`src/rtl/program_loader.sv`:
```
// -----------------------------------------------------------------------------
// program_loader
//
// Boot-time loader that receives a program over a byte stream and writes it
// into instruction memory, holding the processor core in reset until the
// whole program has landed.
//
// Session format: one length byte N (1..MAX_WORDS), then 2N bytes forming
// N 16-bit instruction words, high byte first. Each completed word is
// written in a single WRITE cycle to byte address 2*word_index. After the
// last word, the core is released from reset. A start pulse in RUN begins
// a reload. A bad length byte sets a sticky error flag and returns to IDLE.
//
// Ports:
//   clk         rising-edge clock
//   rst         synchronous, active-high reset
//   start       begin a load session (honoured in IDLE and RUN only)
//   in_valid    byte stream valid
//   in_data     byte stream data
//   in_ready    loader accepts in_data this cycle
//   imem_we     instruction-memory write strobe (WRITE state only)
//   imem_addr   byte address of the write, always even
//   imem_wdata  instruction word to write
//   cpu_rst     hold-reset to the core, active-high
//   load_done   program loaded and core running
//   err_len     sticky flag: last length byte was 0 or above MAX_WORDS
// -----------------------------------------------------------------------------
module program_loader #(
    parameter int MAX_WORDS     = 16,
    parameter int ADDRESS_WIDTH = 8
) (
    input  logic                     clk,
    input  logic                     rst,
    input  logic                     start,
    input  logic                     in_valid,
    input  logic [7:0]               in_data,
    output logic                     in_ready,
    output logic                     imem_we,
    output logic [ADDRESS_WIDTH-1:0] imem_addr,
    output logic [15:0]              imem_wdata,
    output logic                     cpu_rst,
    output logic                     load_done,
    output logic                     err_len
);

    // Wide enough to hold N itself (up to MAX_WORDS), not just an index.
    localparam int          CW      = $clog2(MAX_WORDS + 1);
    localparam logic [31:0] MAX_LEN = 32'(MAX_WORDS);

    typedef enum logic [2:0] {
        IDLE,
        LEN,
        HI,
        LO,
        WRITE,
        RUN
    } state_t;

    state_t        state;
    state_t        state_next;
    logic [CW-1:0] n_words;
    logic [CW-1:0] word_index;
    logic [7:0]    hi_byte;
    logic          len_ok;
    logic          last_word;

    assign len_ok    = (in_data != 8'd0) && ({24'd0, in_data} <= MAX_LEN);
    assign last_word = (word_index == n_words - CW'(1));

    // Next state and state-decoded outputs. in_valid is used directly in the
    // accepting states (where in_ready is 1) so this block never reads its
    // own in_ready output back.
    always_comb begin
        // NOTE: every output gets a default before the case so no path
        // leaves a variable unassigned, which would infer a latch.
        state_next = state;
        in_ready   = 1'b0;
        imem_we    = 1'b0;
        cpu_rst    = 1'b1;
        load_done  = 1'b0;

        case (state)
            IDLE: begin
                if (start) state_next = LEN;
            end
            LEN: begin
                in_ready = 1'b1;
                if (in_valid) state_next = len_ok ? HI : IDLE;
            end
            HI: begin
                in_ready = 1'b1;
                if (in_valid) state_next = LO;
            end
            LO: begin
                in_ready = 1'b1;
                if (in_valid) state_next = WRITE;
            end
            WRITE: begin
                imem_we    = 1'b1;
                state_next = last_word ? RUN : HI;
            end
            RUN: begin
                cpu_rst   = 1'b0;
                load_done = 1'b1;
                if (start) state_next = LEN;
            end
            default: state_next = IDLE;
        endcase
    end

    // State register and datapath. rst wins over start and the handshake.
    always_ff @(posedge clk) begin
        // NOTE: sequential state uses non-blocking assignments so every
        // register samples pre-edge values regardless of statement order.
        if (rst) begin
            state      <= IDLE;
            n_words    <= '0;
            word_index <= '0;
            hi_byte    <= '0;
            imem_addr  <= '0;
            imem_wdata <= '0;
            err_len    <= 1'b0;
        end else begin
            state <= state_next;
            case (state)
                IDLE: begin
                    if (start) err_len <= 1'b0;
                end
                LEN: begin
                    if (in_valid) begin
                        if (len_ok) begin
                            n_words    <= CW'(in_data);
                            word_index <= '0;
                        end else begin
                            err_len <= 1'b1;
                        end
                    end
                end
                HI: begin
                    if (in_valid) hi_byte <= in_data;
                end
                LO: begin
                    // Address and data are loaded on the edge into WRITE and
                    // then simply held, so they stay stable outside WRITE.
                    if (in_valid) begin
                        imem_addr  <= ADDRESS_WIDTH'({word_index, 1'b0});
                        imem_wdata <= {hi_byte, in_data};
                    end
                end
                WRITE: begin
                    if (!last_word) word_index <= word_index + CW'(1);
                end
                default: ;
            endcase
        end
    end

endmodule

```
`config.mk`:
```
export PLATFORM = sky130hd
export DESIGN_NAME = program_loader
export DESIGN_NICKNAME = d
export VERILOG_FILES = /design/src/rtl/program_loader.sv
export SDC_FILE = /design/constraint.sdc
export NUM_CORES = 1
export LEC_CHECK = 0
export ABC_AREA = 1
export BUFFER_PORTS_ARGS = -buffer_cell sky130_fd_sc_hd__buf_2
export CORE_ASPECT_RATIO = 1.4
export CORE_MARGIN = 1.5
export CORE_UTILIZATION = 54
export CTS_CLUSTER_DIAMETER = 200
export DETAILED_ROUTE_END_ITERATION = 6
export GPL_ROUTABILITY_DRIVEN = 0
export GPL_TIMING_DRIVEN = 1
export HOLD_SLACK_MARGIN = 0.02
export PLACE_DENSITY = 0.79
export SLEW_MARGIN = 10
export SYNTH_ARGS = -nofsm -noshare
export SYNTH_HDL_FRONTEND = slang
export SYNTH_SLANG_ARGS = --single-unit
```
`constraint.sdc`:
```
create_clock -name clk -period 1.9 [get_ports clk]
set_input_delay 0.38 -clock clk [delete_from_list [all_inputs] [get_ports clk]]
set_output_delay 0.38 -clock clk [all_outputs]
set_load 0.02 [all_outputs]
```
# After elaboration in Yosys (flattened, before gate mapping)
# Cells that the tools add are included.
# Widths: inputs -> output; s select.
dict set report totals {
  reg_bits 43
  input_bits 12
  elab_cells 56
  output_inout_bits 29
}
dict set report classes {
  n_mux 19
  n_addsub 2
  reduce_logical 13
  eq_ne 14
  n_lt_le_gt_ge 1
}
# operator count
set ops {}
lappend ops {{$mux 3} 5}
lappend ops {{$mux 5} 3}
lappend ops {{$pmux 3 s5} 1}
lappend ops {{$ne 2x2->1 const B} 7}
lappend ops {{$reduce_and 4->1} 3}
lappend ops {{$pmux 5 s2} 1}
lappend ops {{$le 8x5->1 const B} 1}
lappend ops {{$reduce_bool 8->1} 1}
lappend ops {{$mux 1} 7}
lappend ops {{$eq 3x2->1 const B} 2}
lappend ops {{$eq 3x3->1 const B} 2}
lappend ops {{$add 5x1->5 const B} 1}
lappend ops {{$eq 5x5->1} 1}
lappend ops {{$sub 5x1->5 const B} 1}
lappend ops {{$reduce_and 2->1} 2}
lappend ops {{$reduce_bool 2->1} 2}
lappend ops {{$eq 3x1->1 const B} 1}
lappend ops {{$logic_not 3->1} 1}
lappend ops {{$reduce_and 3->1} 1}
lappend ops {{$reduce_or 3->1} 1}
lappend ops {{$mux 2} 1}
lappend ops {{$ne 2x1->1 const B} 1}
lappend ops {{$pmux 1 s2} 1}
lappend ops {{$reduce_or 2->1} 1}
lappend ops {{$logic_and 1x1->1} 1}

# Logic depth before layout (Yosys ltp)
dict set report logic_depth {
  depth_word 5
  ltp_mapped 14
  mapped_depth_nobuf 14
}

# Least setup slack after synthesis
# OpenSTA, ideal clock, no wires.
dict set report synth_path {
  path_type {register to register}
  start {register n_words[0]}
  end {register word_index[3]}
  setup_ns 0.132
  synth_period_minus_slack_ns 1.447
  n_path_buf 0
  arrival_time_ns 1.315
  path_slack_ns 0.453
  required_time_ns 1.768
  path_stages_with_launch 14
  path_cell_list {dfxtp_1 > inv_1 > ha_1 > inv_1 > nand2_1 > nand2_1 > nor2_1 > nand2_1 > nor2_2 > nand2_2 > nand2_4 > nand2_4 > nand2_1 > a21oi_1}
}
dict set report synth_between {
  elab_chain_cells 4
}
# item line_no
set synth_lines {}
lappend synth_lines {{start: declaration} 61} ;# logic [CW-1:0] n_words;
lappend synth_lines {{start signal: assignment} 132} ;# n_words <= CW'(in_data);
lappend synth_lines {{$sub 5x1->5} 68} ;# assign last_word = (word_index == n_words - CW'(1));
lappend synth_lines {{$eq 5x5->1} 68}
lappend synth_lines {{$ne 2x2->1 (no line)} n/a}
lappend synth_lines {{$reduce_and 4->1 (no line)} n/a}
lappend synth_lines {{end signal: assignment} 151} ;# if (!last_word) word_index <= word_index + CW'(1);
lappend synth_lines {{end: declaration} 62} ;# logic [CW-1:0] word_index;
# Every way passes these cells.
# A chain may end at the register's enable or synchronous reset.

# Worst setup path after layout
dict set report layout_path {
  start {register state[2]}
  end {output port imem_we}
}
dict set report layout_between {
  elab_chain_cells 2
}
# item line_no
set layout_lines {}
lappend layout_lines {{start: declaration} 59} ;# state_t state;
lappend layout_lines {{start signal: assignment} 124} ;# state <= state_next;
lappend layout_lines {{$eq 3x3->1} 82} ;# case (state)
lappend layout_lines {{$mux 1} 82}
lappend layout_lines {{end: declaration} 38} ;# output logic imem_we,
# Every way passes these cells.

==> results.json <==
{
  "status": "completed",
  "p_leak_nw": 1.01,
  "antenna_left": 0,
  "vias": 1914,
  "finClkSkew_ps": 9.42,
  "rows": 26,
  "busiest_layer": "met2",
  "cp-start-kind": "flip-flop",
  "final_nets": 340,
  "ys_ff_latch": 43,
  "initial_core_util_pct": 56.0,
  "ys_types": 26,
  "max_cap_viol_count": 0,
  "crit_family": "flip-flops",
  "worst-path-max-fanout": 6,
  "syn-cell-area_mm2": 0.00204,
  "htree_num_levels": 2,
  "multi_input_area_mm2": 0.00100,
  "min_period_ps": 1710,
  "first_iter_violations": 32,
  "dpl_worst_slack_ps": 241,
  "portBuffers": 37,
  "clk_latency_ps": 290,
  "clkTransAtPathRegs_ps": 80,
  "cts_resized": 0,
  "crit_buf_inv": 2,
  "clk_path_buf_depth": 2,
  "gr-usage-met2_pct": 41.9,
  "drive_gt1_share_pct": 23.2,
  "ys_seq_area_share_pct": 42.2,
  "ff_latch_area_um2": 861,
  "setup_violations": 0,
  "cts.sinks": 43,
  "layout.cells.most_common_list": "67 x nand2_1, 43 x dfxtp_1, 37 x buf_2, 34 x a21oi_1",
  "cts_buffers": 5,
  "antenna_found_initial": 0,
  "hold_ws_ps": 372,
  "firstDrtPassIters": 4,
  "peakVddDrop_uv": 812,
  "syn2layout_area_growth_pct": 14.2,
  "drc": 0,
  "slowest_stage": "dfxtp_1",
  "power_density_mw_per_mm2": 1000,
  "core_area_mm2": 0.00364,
  "grt_overflow_total": 0,
  "cp_cell_sequence": "inv_2, nor2_4, buf_2",
  "fin_area_mm2": 0.00233,
  "rsz0062_at_grt": "false",
  "criticalPathCategory": "reg2out",
  "cts_tree": "yes",
  "grt_usage_pct": 24.4,
  "fin_util_pct": 63.9,
  "arrival_ps": 1330,
  "wl_per_cell_um": 12.4,
  "fill_cells": 329,
  "grt_pass1_vias": 1720,
  "fin_setup_tns_ps": 0,
  "stdcell_count": 369,
  "routed_wirelength_um": 4570,
  "dp.cells": 361,
  "slew_violations": 0,
  "die_area_mm2": 0.00416,
  "hold_violations": 0,
  "vias_per_cell": 5.19,
  "final_common_cell": "nand2_1",
  "num_antenna_cells": 0,
  "crit_path_max_incr_delay_ps": 510,
  "grt.met1_usage_pct": 28.6,
  "post_cts_buffers": 0,
  "fmax_ghz": 0.584,
  "die_w_um": 55.0,
  "avgSynthCellArea_um2": 7.01,
  "clock-root-buffer": "clkbuf_8",
  "met3_usage_pct": 5.29,
  "cp_data_required_time_ps": 1520,
  "placed_cell_area_mm2": 0.00223,
  "min_path_type": "in2reg",
  "netlist_instances": 291,
  "fp.dieH_um": 75.7,
  "pin_count": 41,
  "hold_buffers": 0,
  "power_mw": 2.34,
  "fin_ws_ps": 187,
  "yosysWarnings": 0,
  "period_share_pct": 90.2,
  "grt_max_degree": 29,
  "hpwlAfterDp_um": 3310,
  "end_kind": "primary output",
  "grt_pass1_wl_um": 7390
}
cells in the mapped netlist, drive strengths merged:
cell | number | area share (%)
a21oi | 34 | 8.3
buf | 9 | 3.0
clkbuf | 7 | 1.3
conb | 1 | 0.18
dfxtp | 43 | 42
ha | 2 | 1.2
inv | 25 | 4.6
nand2 | 74 | 15
nand3 | 34 | 8.8
nand3b | 1 | 0.37
nor2 | 41 | 9.1
nor3 | 1 | 0.25
o21ai | 16 | 4.3
xnor2 | 1 | 0.43
xor2 | 2 | 0.86
sequential cells by signal, indices dropped and copies added, names as in the netlist:
signal / flops
hi_byte: 8
imem_addr: 5
word_index: 5
state: 3
n_words: 5
err_len: 1
imem_wdata: 16
per-layer routing:
metal	up-vias	wire length (um)	share of wire, %
met5	-	0	0
met4	0	76	1.7
met3	6	179	3.9
met2	39	2380	52
met1	872	1930	42
li1	997	-	-
worst paths after layout:
kind	start	end	slack (ps)	cells after the start
worst max register to register	n_words[0]$_SDFFE_PP0P_	state[1]$_SDFFE_PP0P_	290	13
worst max-delay path	state[2]$_SDFFE_PP0P_	imem_we	190	3
worst min register to register	imem_wdata[9]$_SDFFE_PP0P_	imem_wdata[9]$_SDFFE_PP0P_	460	2
worst min-delay path	in_data[4]	hi_byte[4]$_SDFFE_PP0P_	370	3
layout make-up:
type | count | area share (%)
multi-input combinational | 209 | 43.1
sequential | 43 | 36.9
timing repair buffer | 42 | 9.56
inverter | 25 | 4.03
clock buffer | 7 | 3.71
tap | 42 | 2.26
clock inverter | 1 | 0.376
power breakdown:
group / switching [mW] / total (mW) / internal [mW]
clock network: 0.304 / 0.602 / 0.298
registers: 0.0809 / 1.06 / 0.974
logic: 0.454 / 0.681 / 0.227
total: 0.839 / 2.34 / 1.50
cell families after synthesis:
group	share of synthesized area (%)
compound gates	12.6
xor+xnor	1.29
fa+ha+maj	1.23
buf+inv	8.95
flops	42.2
other cells	0.184
simple gates	33.5
worst min-delay path: stages:
cell and delay, ps:
buf_2 120, inv_1 70, a21oi_1 50
Note: power is estimated with default switching activity, not from simulation.
